File: src/rtl/refill_write_packer.sv
// rtl/refill_write_packer.sv - packs a 16-word refill block into four LANES-wide data array writes
module refill_write_packer #(
    parameter int WORD_WIDTH = 20,
    parameter int LANES      = 4,
    parameter int ROWS       = 4,
    parameter int TAG_WIDTH  = 8
) (
    input  logic                          clk,
    input  logic                          srst,
    input  logic                          i_miss_valid,
    input  logic [TAG_WIDTH-1:0]          i_miss_tag,
    input  logic [3:0]                    i_miss_set,
    input  logic [1:0]                    i_miss_way,
    output logic                          o_miss_ready,
    output logic                          o_mem_req_valid,
    output logic [TAG_WIDTH+3:0]          o_mem_req_addr,
    input  logic                          i_mem_req_ready,
    input  logic                          i_mem_rsp_valid,
    input  logic [WORD_WIDTH-1:0]         i_mem_rsp_data,
    output logic                          o_mem_rsp_ready,
    output logic [3:0]                    o_w_set_bits,
    output logic [1:0]                    o_w_way_index,
    output logic [1:0]                    o_w_block_offset_bits,
    output logic [WORD_WIDTH*LANES-1:0]   o_w_data,
    output logic                          o_w_valid,
    input  logic                          i_w_ready,
    output logic                          o_fill_done,
    output logic                          o_busy
);

    typedef enum logic [2:0] {
        S_IDLE,
        S_REQ,
        S_COLLECT,
        S_WRITE,
        S_DONE
    } state_t;

    localparam logic [1:0] LAST_LANE = 2'(LANES - 1);
    localparam logic [1:0] LAST_ROW  = 2'(ROWS - 1);

    state_t                        r_state;
    state_t                        w_next;
    logic [TAG_WIDTH-1:0]          r_tag;
    logic [3:0]                    r_set;
    logic [1:0]                    r_way;
    logic [1:0]                    r_row;
    logic [1:0]                    r_lane;
    logic [WORD_WIDTH*LANES-1:0]   r_data;

    logic w_miss_acc;
    logic w_rsp_acc;
    logic w_write_acc;

    // Handshakes are qualified by state only, so no ready input reaches another ready output.
    assign w_miss_acc  = (r_state == S_IDLE)    && i_miss_valid;
    assign w_rsp_acc   = (r_state == S_COLLECT) && i_mem_rsp_valid;
    assign w_write_acc = (r_state == S_WRITE)   && i_w_ready;

    always_ff @(posedge clk) begin
        if (srst) begin
            r_state <= S_IDLE;
        end else begin
            r_state <= w_next;
        end
    end

    always_comb begin
        w_next = r_state;
        case (r_state)
            S_IDLE: begin
                if (i_miss_valid) begin
                    w_next = S_REQ;
                end
            end
            S_REQ: begin
                if (i_mem_req_ready) begin
                    w_next = S_COLLECT;
                end
            end
            S_COLLECT: begin
                if (i_mem_rsp_valid && (r_lane == LAST_LANE)) begin
                    w_next = S_WRITE;
                end
            end
            S_WRITE: begin
                if (i_w_ready) begin
                    w_next = (r_row == LAST_ROW) ? S_DONE : S_COLLECT;
                end
            end
            S_DONE: begin
                w_next = S_IDLE;
            end
            default: begin
                w_next = S_IDLE;
            end
        endcase
    end

    always_ff @(posedge clk) begin
        if (srst) begin
            r_tag  <= '0;
            r_set  <= '0;
            r_way  <= '0;
            r_row  <= '0;
            r_lane <= '0;
            r_data <= '0;
        end else begin
            if (w_miss_acc) begin
                r_tag  <= i_miss_tag;
                r_set  <= i_miss_set;
                r_way  <= i_miss_way;
                r_row  <= '0;
                r_lane <= '0;
            end
            if (w_rsp_acc) begin
                r_data[r_lane*WORD_WIDTH +: WORD_WIDTH] <= i_mem_rsp_data;
                r_lane <= (r_lane == LAST_LANE) ? 2'd0 : r_lane + 2'd1;
            end
            // The last row's write leaves the row counter alone; the next miss clears it.
            if (w_write_acc && (r_row != LAST_ROW)) begin
                r_row <= r_row + 2'd1;
            end
        end
    end

    assign o_miss_ready          = (r_state == S_IDLE);
    assign o_busy                = (r_state != S_IDLE);
    assign o_mem_req_valid       = (r_state == S_REQ);
    assign o_mem_req_addr        = {r_tag, r_set};
    assign o_mem_rsp_ready       = (r_state == S_COLLECT);
    assign o_w_valid             = (r_state == S_WRITE);
    assign o_w_set_bits          = r_set;
    assign o_w_way_index         = r_way;
    assign o_w_block_offset_bits = r_row;
    assign o_w_data              = r_data;
    assign o_fill_done           = (r_state == S_DONE);

endmodule

File: config.mk
export PLATFORM = sky130hd
export DESIGN_NAME = refill_write_packer
export DESIGN_NICKNAME = d
export VERILOG_FILES = /design/src/rtl/refill_write_packer.sv
export SDC_FILE = /design/constraint.sdc
export NUM_CORES = 1
export LEC_CHECK = 0
export ABC_AREA = 1
export ABC_CLOCK_PERIOD_IN_PS = 3190
export BUFFER_PORTS_ARGS = -buffer_cell sky130_fd_sc_hd__buf_4
export CAP_MARGIN = 0
export CORE_MARGIN = 2
export CORE_UTILIZATION = 56
export DETAILED_ROUTE_END_ITERATION = 10
export PLACE_DENSITY = 0.85
export SYNTH_ARGS = -nofsm -noshare
export SYNTH_HDL_FRONTEND = slang
export SYNTH_SLANG_ARGS = --single-unit
export TNS_END_PERCENT = 100
File: constraint.sdc
create_clock -name clk -period 3.19 [get_ports clk]
set_input_delay 0.638 -clock clk [delete_from_list [all_inputs] [get_ports clk]]
set_output_delay 0.638 -clock clk [all_outputs]
set_load 0.02 [all_outputs]
# [Word-level counts from Yosys, hierarchy flattened]
# Index checks and enable logic that the tools add are counted.
[classes] shift=2 n_eq_ne=11 n_addsub=3 multipliers=1 n_reduce_logical=10 mux=11
[ops] cell="$bwmux 80" n=1
[ops] cell="$shift 20x34->80 const A" n=1
[ops] cell="$shiftx 20x34->80" n=1
[ops] cell="$neg 7->34" n=1
[ops] cell="$mux 3" n=5
[ops] cell="$pmux 3 s4" n=1
[ops] cell="$mux 2" n=4
[ops] cell="$eq 3x2->1 const B" n=2
[ops] cell="$ne 2x1->1 const B" n=3
[ops] cell="$logic_and 1x1->1" n=5
[ops] cell="$mul 2x3->5 const B" n=1
[ops] cell="$add 2x1->2 const B" n=2
[ops] cell="$eq 2x2->1 const B" n=2
[ops] cell="$ne 2x2->1 const B" n=2
[ops] cell="$reduce_and 4->1" n=1
[ops] cell="$reduce_bool 2->1" n=2
[ops] cell="$eq 3x1->1 const B" n=1
[ops] cell="$eq 3x3->1 const B" n=1
[ops] cell="$logic_not 3->1" n=1
[ops] cell="$reduce_bool 3->1" n=1
[word_totals] in_bits=40 register_bits=101 output_inout_bits=106 word_cells=45

# [Longest topological paths before layout]
# Gate-level depths: netlist of the first run.
[depth] word_depth=4 depth_mapped=15 ltp_nobuf=11

# [Least setup slack after synthesis of the first run]
# Ideal clock, no wire load.
[synth_path] path_type="register to register" start="register r_lane[0]" end="register r_data[31], in the netlist o_w_data[31]" setup_ps=132 path_stages_with_launch=13 n_path_buf=4 arrival_time_ps=1897 setup_slack_ps=1160 cell_sequence="dfxtp_1 buf_4 inv_1 buf_4 ha_1 buf_2 inv_2 clkbuf_1 nand2_1 o21ai_0 nand2_1 nand3_1 a21oi_1"
[synth_via] elab_chain_len=4 elab_cells_between_ends=5
[synth_lines] element="start, declared" line="48" source="logic [1:0] r_lane;"
[synth_lines] element="start signal, assigned" line="118" source="r_lane <= (r_lane == LAST_LANE) ? 2'd0 : r_lane + 2'd1;"
[synth_lines] element="$mul 2x3->5 (*)" line="117" source="r_data[r_lane*WORD_WIDTH +: WORD_WIDTH] <= i_mem_rsp_data;"
[synth_lines] element="$neg 7->34 (*)" line="117"
[synth_lines] element="$shiftx 20x34->80 or $shift 20x34->80 (tied branches)" line="117"
[synth_lines] element="$bwmux 80 (*)" line="117"
[synth_lines] element="end signal, assigned by index" line="117"
[synth_lines] element="end, declared" line="49" source="logic [WORD_WIDTH*LANES-1:0] r_data;"
# Every way passes the cells marked *; elsewhere a longest branch is shown, timed or not.
# A chain may end at the register's enable or synchronous reset.

# [Worst setup path in the final report of the first run]
[layout_path] start="register r_lane[0]" end="register r_data[70], in the netlist o_w_data[70]"
# Same word-level chain as after synthesis.

==> summary.txt, run 1 <==
Die width: 99.9 um
Postcts setup bufs: 0
Hold Violations, Final: 0
Endpoints failing setup: 0
Initial core utilization: 58.5%
CORE AREA: 8810 um2
Die Area: 9980 um2
LEAKAGE: 2.88 nW
Clock Root Buffer: clkbuf_8
Post-synth EDFFs: 0
Largest net degree at the start of global routing: 82
Register bit total from synthesis: 101
FF-to-FF Start: r_lane[0]
Fraction of layout cells with a size suffix above 1: 21.5%
CP Data Arrival Time: 2940 ps
Cells after Synth: 763
Vias: 5601
Mapped Avg Cell Area: 6.75 um2
Clock latency on the worst-skew pair: 380 ps
Max-slew violation count: 0
Area of the multi-input gates: 2680 um2
Worst flop-to-flop path endpoint: o_w_data[70]
Syn_nets: 809
Req. time, crit path: 3510 ps
Setup ws final: 569 ps
DRC Markers: 0
Main synth FF type: dfxtp_1
Maxcap violations: 0
Yosys cell types: 29
Hold path startpoint: o_w_data[53]
Depth of the CTS H-tree: 3
Register area: 2020 um2
Fmax: 0.382 GHz
Reg clk slew, reported paths: 110 ps
GRT overflow: 0
Total GRT Usage: 32.0%
Synth top area share: 39.3%
Place WS: 640 ps
DR top layer: met4
Worst hold margin: 470 ps
Met2 routed WL: 8050 um
Final period util: 82.2%
CP Capture Type: flop
CTS Buf Count: 9
Minimum clock period: 2620 ps
Avg WL per Cell: 16.5 um
PortBufs: 145
Critical Path Max Stage Delay: 700 ps
First-pass GRT wire length: 25500 um
# fillers: 760
CP cell instances: inv_1, buf_4, ha_1, inv_2, nand2_2, nor2_1, nand3_1, nand2_1, nand2_1, a21oi_1
DR pass1 iterations: 5
Worst path most repeated cell: nand2_1
Slowest stage cell, crit path: nor2_1
Worst Hold Depth: 2
Slew @ Worst Pin: 871 ps
PD cells: 519 nW/um2
Sequential element share of the synthesized area: 39.3%
Placer congestion estimate: 0.985
Initial antenna violation count: 0
Final worst clock skew: 15.0 ps
DRT met1 WL: 6490 um
Asr flop ratio synth: 0%
Die H: 99.9 um
VDD IR max: 0.391 mV
P&R area growth vs syn: 22.8%
RSZ-0062 raised after global routing: no
Hold Path Class: reg -> reg
Hold endpoint: o_w_data[53]
DR WL met3: 1070 um
Fin util: 71.8%
Max-slew headroom: 41.7%
ANT nets after route: 0
Count leader, synth: nand2_1
Synth Warn #: 0
I/O pin count: 146
CTS sink count: 101
R2R setup slack: 570 ps
Worst setup SP type: flop
Ant diodes: 0
Area contributors post-synth: dfxtp_1, nand2_1, nand3_1, a21oi_1, o21ai_0
Setup tns final: 0 ps
Hold_buf cts: 0
Floorplan row count: 34
Synth area leader: dfxtp_1
Status: finished, final reports clean
Syn Std Cell Area: 5150 um2
Vias in the first global route: 5269
Initial DRC Count: 417
Fin nets: 915
Final wirelength: 16200 um
CTS Buffer Depth: 2
Crit Path Class: reg -> reg
Reg2Reg Depth: 10
Worst-path maximum fanout: 22
Post-CTS Resized: 0
TritonCTS clock tree: yes
Detailed placement HPWL: 12100 um
Synth top cells by count: nand2_1, nand3_1, dfxtp_1
Avg Vias per Cell: 5.70
worst max-delay path by stage:
stage | start | to | slack (ps)
after global placement | r_lane[0] | o_w_data[70] | 780
final | r_lane[0] | o_w_data[70] | 570
after floorplan | r_lane[0] | o_w_data[31] | 1160
after global routing | r_lane[0] | o_w_data[70] | 430
after CTS | r_lane[0] | o_w_data[70] | 620
after detailed placement | r_lane[0] | o_w_data[71] | 640
flip-flops by register name, indices dropped and copies added (netlist names):
| name | flops |
|---|---|
| o_w_block_offset_bits | 2 |
| o_w_way_index | 2 |
| r_lane | 2 |
| o_w_data | 80 |
| r_state | 3 |
| r_tag | 8 |
| o_w_set_bits | 4 |
layout make-up:
class                   count  share of cell area (%)
clock buffers               9                    1.96
clock inverters             7                    1.13
inverters                  44                    2.61
multi-input cells         562                    42.3
flip-flops and latches    101                    32.0
well taps                 108                    2.14
repair buffers            151                    17.9
report_power, final:
group | total [mW] | internal [mW] | switching, mW
registers | 1.41 | 1.35 | 0.0605
logic | 1.08 | 0.351 | 0.732
clock network | 0.794 | 0.302 | 0.492
worst max-delay path, delay by kind of cell (launching register included):
kind,cells,cell delay [ps]
buf+inv,3,580
simple gates,5,1170
flops,1,340
fa+ha+maj,1,360
compound gates,1,110
cells by family (layout without fill, tap and decap cells):
| group | count (synthesis) | count (layout) | synth area share, % |
|---|---|---|---|
| and+or+nand+nor | 394 | 394 | 33.4 |
| AOI/OAI and AO/OA | 162 | 162 | 17.0 |
| DFF | 101 | 101 | 39.3 |
| buffers and inverters | 100 | 211 | 8.82 |
| adders and majority gates | 6 | 6 | 1.46 |
per-layer routing:
metal,vias up,global-route usage [%]
met2,254,56.2
met4,0,14.4
met1,2554,38.5
met3,51,5.22
li1,2742,-
met5,-,0
per-stage QoR:
step           cells  power (mW)  area [um2]
5_1_grt          982        3.45        6330
6_report         982        3.28        6330
4_1_cts          982        3.28        6330
3_5_place_dp     966        2.50        6130
2_1_floorplan    763        2.17        5150
3_3_place_gp     966        2.47        6130
cells in the final DEF, fill, tap and decap left out:
cell,instances
ha_1,6
nor2_8,1
o22ai_1,7
o21ai_0,35
a21oi_1,97
o21a_1,1
nand3_1,109
inv_2,4
nand2_1,231
clkinvlp_4,1
inv_1,40
nor3_2,1
o21ai_1,4
clkinv_2,1
clkinv_4,1
o211a_1,4
o21bai_1,1
o211ai_1,12
nor2_1,28
buf_4,151
dfxtp_1,101
clkbuf_8,9
nand2_2,4
a211oi_1,1
inv_6,2
nor2_2,5
clkinv_8,2
nand4_1,5
nor2_4,3
nor3_1,4
nand2_4,3
Power figures use the tool's default switching activity.
==> run 2, diff against run 1 <==
Settings changed: ABC_CLOCK_PERIOD_IN_PS 3190 to 2300, CORE_UTILIZATION 56 to 47, PLACE_DENSITY 0.85 to 0.76.
Clock period 3.19 ns to 2.3 ns, I/O delays scaled along.
==> summary.txt, run 2 (same netlist as run 1, synthesis figures left out) <==
Status: finished, final reports clean
CTS Buf Count: 9 (unchanged)
Die width: 109 um (+8.8%)
I/O pin count: 146 (unchanged)
CP Data Arrival Time: 2440 ps (-500 ps)
FF-to-FF Start: r_lane[0]
Initial DRC Count: 391 (-6.2%)
ANT nets after route: 0 (unchanged)
Worst-path maximum fanout: 20 (-9.1%)
P&R area growth vs syn: 25.2%
Floorplan row count: 38 (+12%)
Placer congestion estimate: 0.999 (+1.4%)
GRT overflow: 0 (unchanged)
Worst setup SP type: flop
Setup ws final: 161 ps (-408 ps)
Worst Hold Depth: 3 (+1)
Final period util: 93.0% (+11 points)
Slew @ Worst Pin: 807 ps (-64.0 ps)
Hold path startpoint: i_miss_tag[2]
Max FFs per register: 80 (unchanged)
First-pass GRT wire length: 26600 um (+4.2%)
DRC Markers: 0 (unchanged)
Total GRT Usage: 29.3% (-2.7 points)
Initial core utilization: 47.9% (-11 points)
Ant diodes: 0 (unchanged)
CP Capture Type: flop
Initial antenna violation count: 0 (unchanged)
Worst Path Buf+Inv: 2 (-1)
Fraction of layout cells with a size suffix above 1: 22.6% (+1.1 points)
Crit-path leading delay family: compound AO/OA/AOI/OAI gates
Final wirelength: 17200 um (+6.3%)
Detailed placement HPWL: 13100 um (+8.2%)
CTS sink count: 101 (unchanged)
Avg Vias per Cell: 5.41 (-5.1%)
R2R setup slack: 160 ps (-410 ps)
Maxcap violations: 0 (unchanged)
PortBufs: 145 (unchanged)
Worst hold margin: 348 ps (-122 ps)
Max-slew violation count: 0 (unchanged)
Clock Root Buffer: clkbuf_8
Hold endpoint: r_tag[2]
Leading cell types in the layout, fill and taps excluded: nand2_1, buf_4, nand3_1, dfxtp_1, a21oi_1
Vias: 5548 (-0.95%)
Hold_buf cts: 0 (unchanged)
Depth of the CTS H-tree: 3 (unchanged)
Reg2Reg Depth: 6 (-4)
Hold Violations, Final: 0 (unchanged)
Fin nets: 926 (+1.2%)
Crit Path Class: reg -> reg
Die H: 109 um (+8.8%)
DR pass1 iterations: 6 (+1)
Max-slew headroom: 46.2% (+4.5 points)
Hold Path Class: in -> reg
PD cells: 711 nW/um2 (+37%)
TritonCTS clock tree: yes
Post-place instance area: 6250 um2 (+2.0%)
Endpoints failing setup: 0 (unchanged)
Die Area: 11800 um2 (+18%)
Avg WL per Cell: 16.8 um (+1.8%)
Largest net degree at the start of global routing: 82 (unchanged)
Commonest non-fill, non-tap cell in the layout: nand2_1
Clock latency on the worst-skew pair: 370 ps (about the same)
Levels on crit path: 6 (-4)
Minimum clock period: 2140 ps (-482 ps)
Fin area: 6450 um2 (+2.0%)
Final worst clock skew: 10.5 ps (-4.48 ps)
CORE AREA: 10700 um2 (+22%)
VDD IR max: 0.524 mV (+34%)
Slowest stage cell, crit path: dfxtp_1
CTS Buffer Depth: 2 (unchanged)
Vias in the first global route: 5177 (-1.7%)
Postcts setup bufs: 0 (unchanged)
Fmax: 0.468 GHz (+23%)
Worst flop-to-flop path endpoint: o_w_data[22]
Place WS: -101 ps (-740 ps)
CP cell instances: inv_1, ha_1, buf_4, nor2_4, o211ai_1, a21oi_1
Reg clk slew, reported paths: 100 ps (about the same)
LEAKAGE: 2.93 nW (+1.6%)
RSZ-0062 raised after global routing: no
Critical Path Max Stage Delay: 440 ps (-260 ps)
Req. time, crit path: 2600 ps (-910 ps)
## run 2: metal layers
metal	track usage (%)	wire length, um	vias up
met5	0	0	-
met4	9.07	386	0
met3	4.72	988	32
met2	50.9	8490	216
met1	37.2	7360	2534
li1	-	-	2766
## run 2: what timing repair did
item	4_1_cts	5_1_grt
resized for setup	1	5
endpoints found under the setup margin	4	20
pin swaps	0	0
## run 2: cell type report
type / instances / area [um2]
sequential: 101 / 2020
fill: 1071 / 4300
tap: 140 / 175
clock buffer: 10 / 128
timing repair buffer: 162 / 1220
inverter: 44 / 168
multi-input combinational: 562 / 2690
clock inverter: 6 / 55.1
## run 2: worst max path at each step
stage / start / slack [ps] / to
finish: r_lane[0] / 160 / o_w_data[22]
global route: r_lane[0] / 40 / o_w_data[26]
CTS: r_lane[0] / 120 / o_w_data[4]
detailed placement: r_lane[0] / -100 / o_w_data[31]
global placement: r_lane[0] / -50 / o_w_data[31]
floorplan: r_lane[0] / 270 / o_w_data[31]
## run 2: tightest hold or removal path, stage by stage
cell	delay, ps
buf_4	110
nand3_1	70
a21oi_1	60
## run 2: power breakdown
part	total [mW]	switching, mW	leakage [nW]	internal (mW)
registers	1.95	0.0849	0.817	1.87
clock network	1.08	0.667	0.0904	0.413
logic	1.56	1.03	2.02	0.523
## run 2: through the flow
step	utilization, %	power (mW)	instances	setup TNS (ps)
finish	60.0	4.59	1025	0
global route	60.0	4.84	1025	0
CTS	59.9	4.59	1025	0
detailed placement	58.2	3.52	1009	-218
global placement	58.2	3.50	1009	-90.8
floorplan	-	3.01	763	0
==> run 3, diff against run 2 <==
Settings changed: BUFFER_PORTS_ARGS -buffer_cell sky130_fd_sc_hd__buf_4 to not set, CORE_MARGIN 2 to 1.5, CORE_UTILIZATION 47 to 57, DONT_BUFFER_PORTS set to 1, PLACE_DENSITY 0.76 to 0.75.
==> summary.txt, run 3 (same netlist as run 1, synthesis figures left out) <==
ANT nets after route: 0 (unchanged)
Initial antenna violation count: 0 (unchanged)
Detailed placement HPWL: 12100 um (-7.4%)
Post-place instance area: 5150 um2 (-18%)
CTS sink count: 101 (unchanged)
Avg Vias per Cell: 6.08 (+12%)
Fin util: 61.3% (+1.3 points)
Status: finished, final reports clean
CORE AREA: 8720 um2 (-19%)
Die Area: 9620 um2 (-19%)
Minimum clock period: 2130 ps (-6.99 ps)
Final wirelength: 16300 um (-5.3%)
Vias: 5176 (-6.7%)
CP Data Arrival Time: 2440 ps (about the same)
Clock latency on the worst-skew pair: 370 ps (about the same)
Largest net degree at the start of global routing: 83 (+1.2%)
Crit Path Class: reg -> reg
Setup tns final: 0 ps (unchanged)
DR pass1 iterations: 5 (-1)
Crit path from: r_lane[0]
Reg clk slew, reported paths: 110 ps (about the same)
Floorplan row count: 34 (-11%)
I/O pin count: 146 (unchanged)
Worst setup SP type: flop
Place WS: 42.8 ps (+143 ps)
LEAKAGE: 2.19 nW (-25%)
Postcts setup bufs: 0 (unchanged)
Hold_buf cts: 0 (unchanged)
FF-to-FF Start: r_lane[0]
Maxcap violations: 0 (unchanged)
Req. time, crit path: 2600 ps (about the same)
Register area: 2020 um2 (unchanged)
Initial DRC Count: 354 (-9.5%)
Slew @ Worst Pin: 638 ps (-169 ps)
Placer congestion estimate: 0.973 (-2.6%)
Final worst clock skew: 20.4 ps (+9.98 ps)
Die H: 98.1 um (-9.8%)
CTS Buf Count: 9 (unchanged)
Clock Root Buffer: clkbuf_8
Fin cells: 851 (-17%)
Area of the multi-input gates: 2680 um2 (-0.23%)
Vias in the first global route: 4831 (-6.7%)
RSZ-0062 raised after global routing: no
Worst path most repeated cell: nand2_1
CP cell instances: buf_4, ha_1, nand2_1, inv_1, nand3_1, nor2_1, nand2_1, o21ai_0, nand2_1, a21oi_1
Depth of the CTS H-tree: 3 (unchanged)
PD cells: 814 nW/um2 (+14%)
Hold Violations, Final: 0 (unchanged)
First-pass GRT wire length: 25400 um (-4.3%)
GRT overflow: 0 (unchanged)
Placed insts: 835 (-17%)
Fin area: 5350 um2 (-17%)
DRC Markers: 0 (unchanged)
Slowest stage cell, crit path: dfxtp_1
PortBufs: 0 (-100%)
Max-slew headroom: 57.1% (+11 points)
Setup ws final: 168 ps (+6.99 ps)
Hold Path Class: in -> reg
TritonCTS clock tree: yes
Commonest non-fill, non-tap cell in the layout: nand2_1
# fillers: 858 (-20%)
Total power: 4.35 mW (-5.1%)
Fmax: 0.469 GHz (+0.33%)
Leading cell types in the layout, fill and taps excluded: nand2_1, nand3_1, dfxtp_1, a21oi_1, inv_1
Ant diodes: 0 (unchanged)
Total GRT Usage: 33.4% (+4.2 points)
Critical Path Max Stage Delay: 350 ps (-90 ps)
Die width: 98.1 um (-9.8%)
VDD IR max: 0.762 mV (+46%)
Initial core utilization: 59.1% (+11 points)
CP Capture Type: flop
Avg WL per Cell: 19.2 um (+14%)
Endpoints failing setup: 0 (unchanged)
Worst-path maximum fanout: 27 (+35%)
CTS Buffer Depth: 2 (unchanged)
Hold path startpoint: srst
Max FFs per register: 80 (unchanged)
P&R area growth vs syn: 3.79%
Max-slew violation count: 0 (unchanged)
Worst hold margin: 141 ps (-207 ps)
Final period util: 92.7% (-0.30 points)
Fin nets: 784 (-15%)
Fraction of layout cells with a size suffix above 1: 7.94% (-15 points)
==> run 3: area by class of cell <==
cell class / instances / share of cell area (%)
clock buffers: 9 / 2.32
clock inverters: 7 / 1.31
repair buffers: 20 / 2.81
multi-input cells: 562 / 50.1
flip-flops and latches: 101 / 37.8
inverters: 44 / 3.09
well taps: 108 / 2.53
==> run 3: worst max-delay path: cells and delay by family, from the launching register on <==
| family | cells | cell delay, ps |
|---|---|---|
| buffers and inverters | 2 | 380 |
| DFF | 1 | 350 |
| AOI/OAI and AO/OA | 2 | 300 |
| adders and majority gates | 1 | 230 |
| and+or+nand+nor | 5 | 800 |
==> run 3: power by group <==
| group | total (mW) | switching [mW] | internal, mW |
|---|---|---|---|
| Combinational | 1.13 | 0.804 | 0.326 |
| Clock | 1.12 | 0.697 | 0.424 |
| Sequential | 2.10 | 0.235 | 1.87 |
| Total | 4.35 | 1.74 | 2.62 |
==> run 3: metal layers <==
layer	up-vias	share of wire, %	global-route usage (%)
li1	2485	-	-
met2	277	47	55.1
met1	2373	41	43.1
met4	0	4.3	15.6
met3	41	7.6	5.23
met5	-	0	0
==> run 3: path summary, 6_finish.rpt <==
path                   to  slack, ps  depth (start not counted)
min reg2reg     r_lane[1]        530                          2
min          o_w_data[31]        140                          1
max          o_w_data[78]        170                         10
max reg2reg  o_w_data[78]        170                         10
==> run 3: timing repair <==
item	CTS	global route
gates resized for setup	0	2
endpoints found under the setup margin	0	20
hold endpoints to repair	0	0
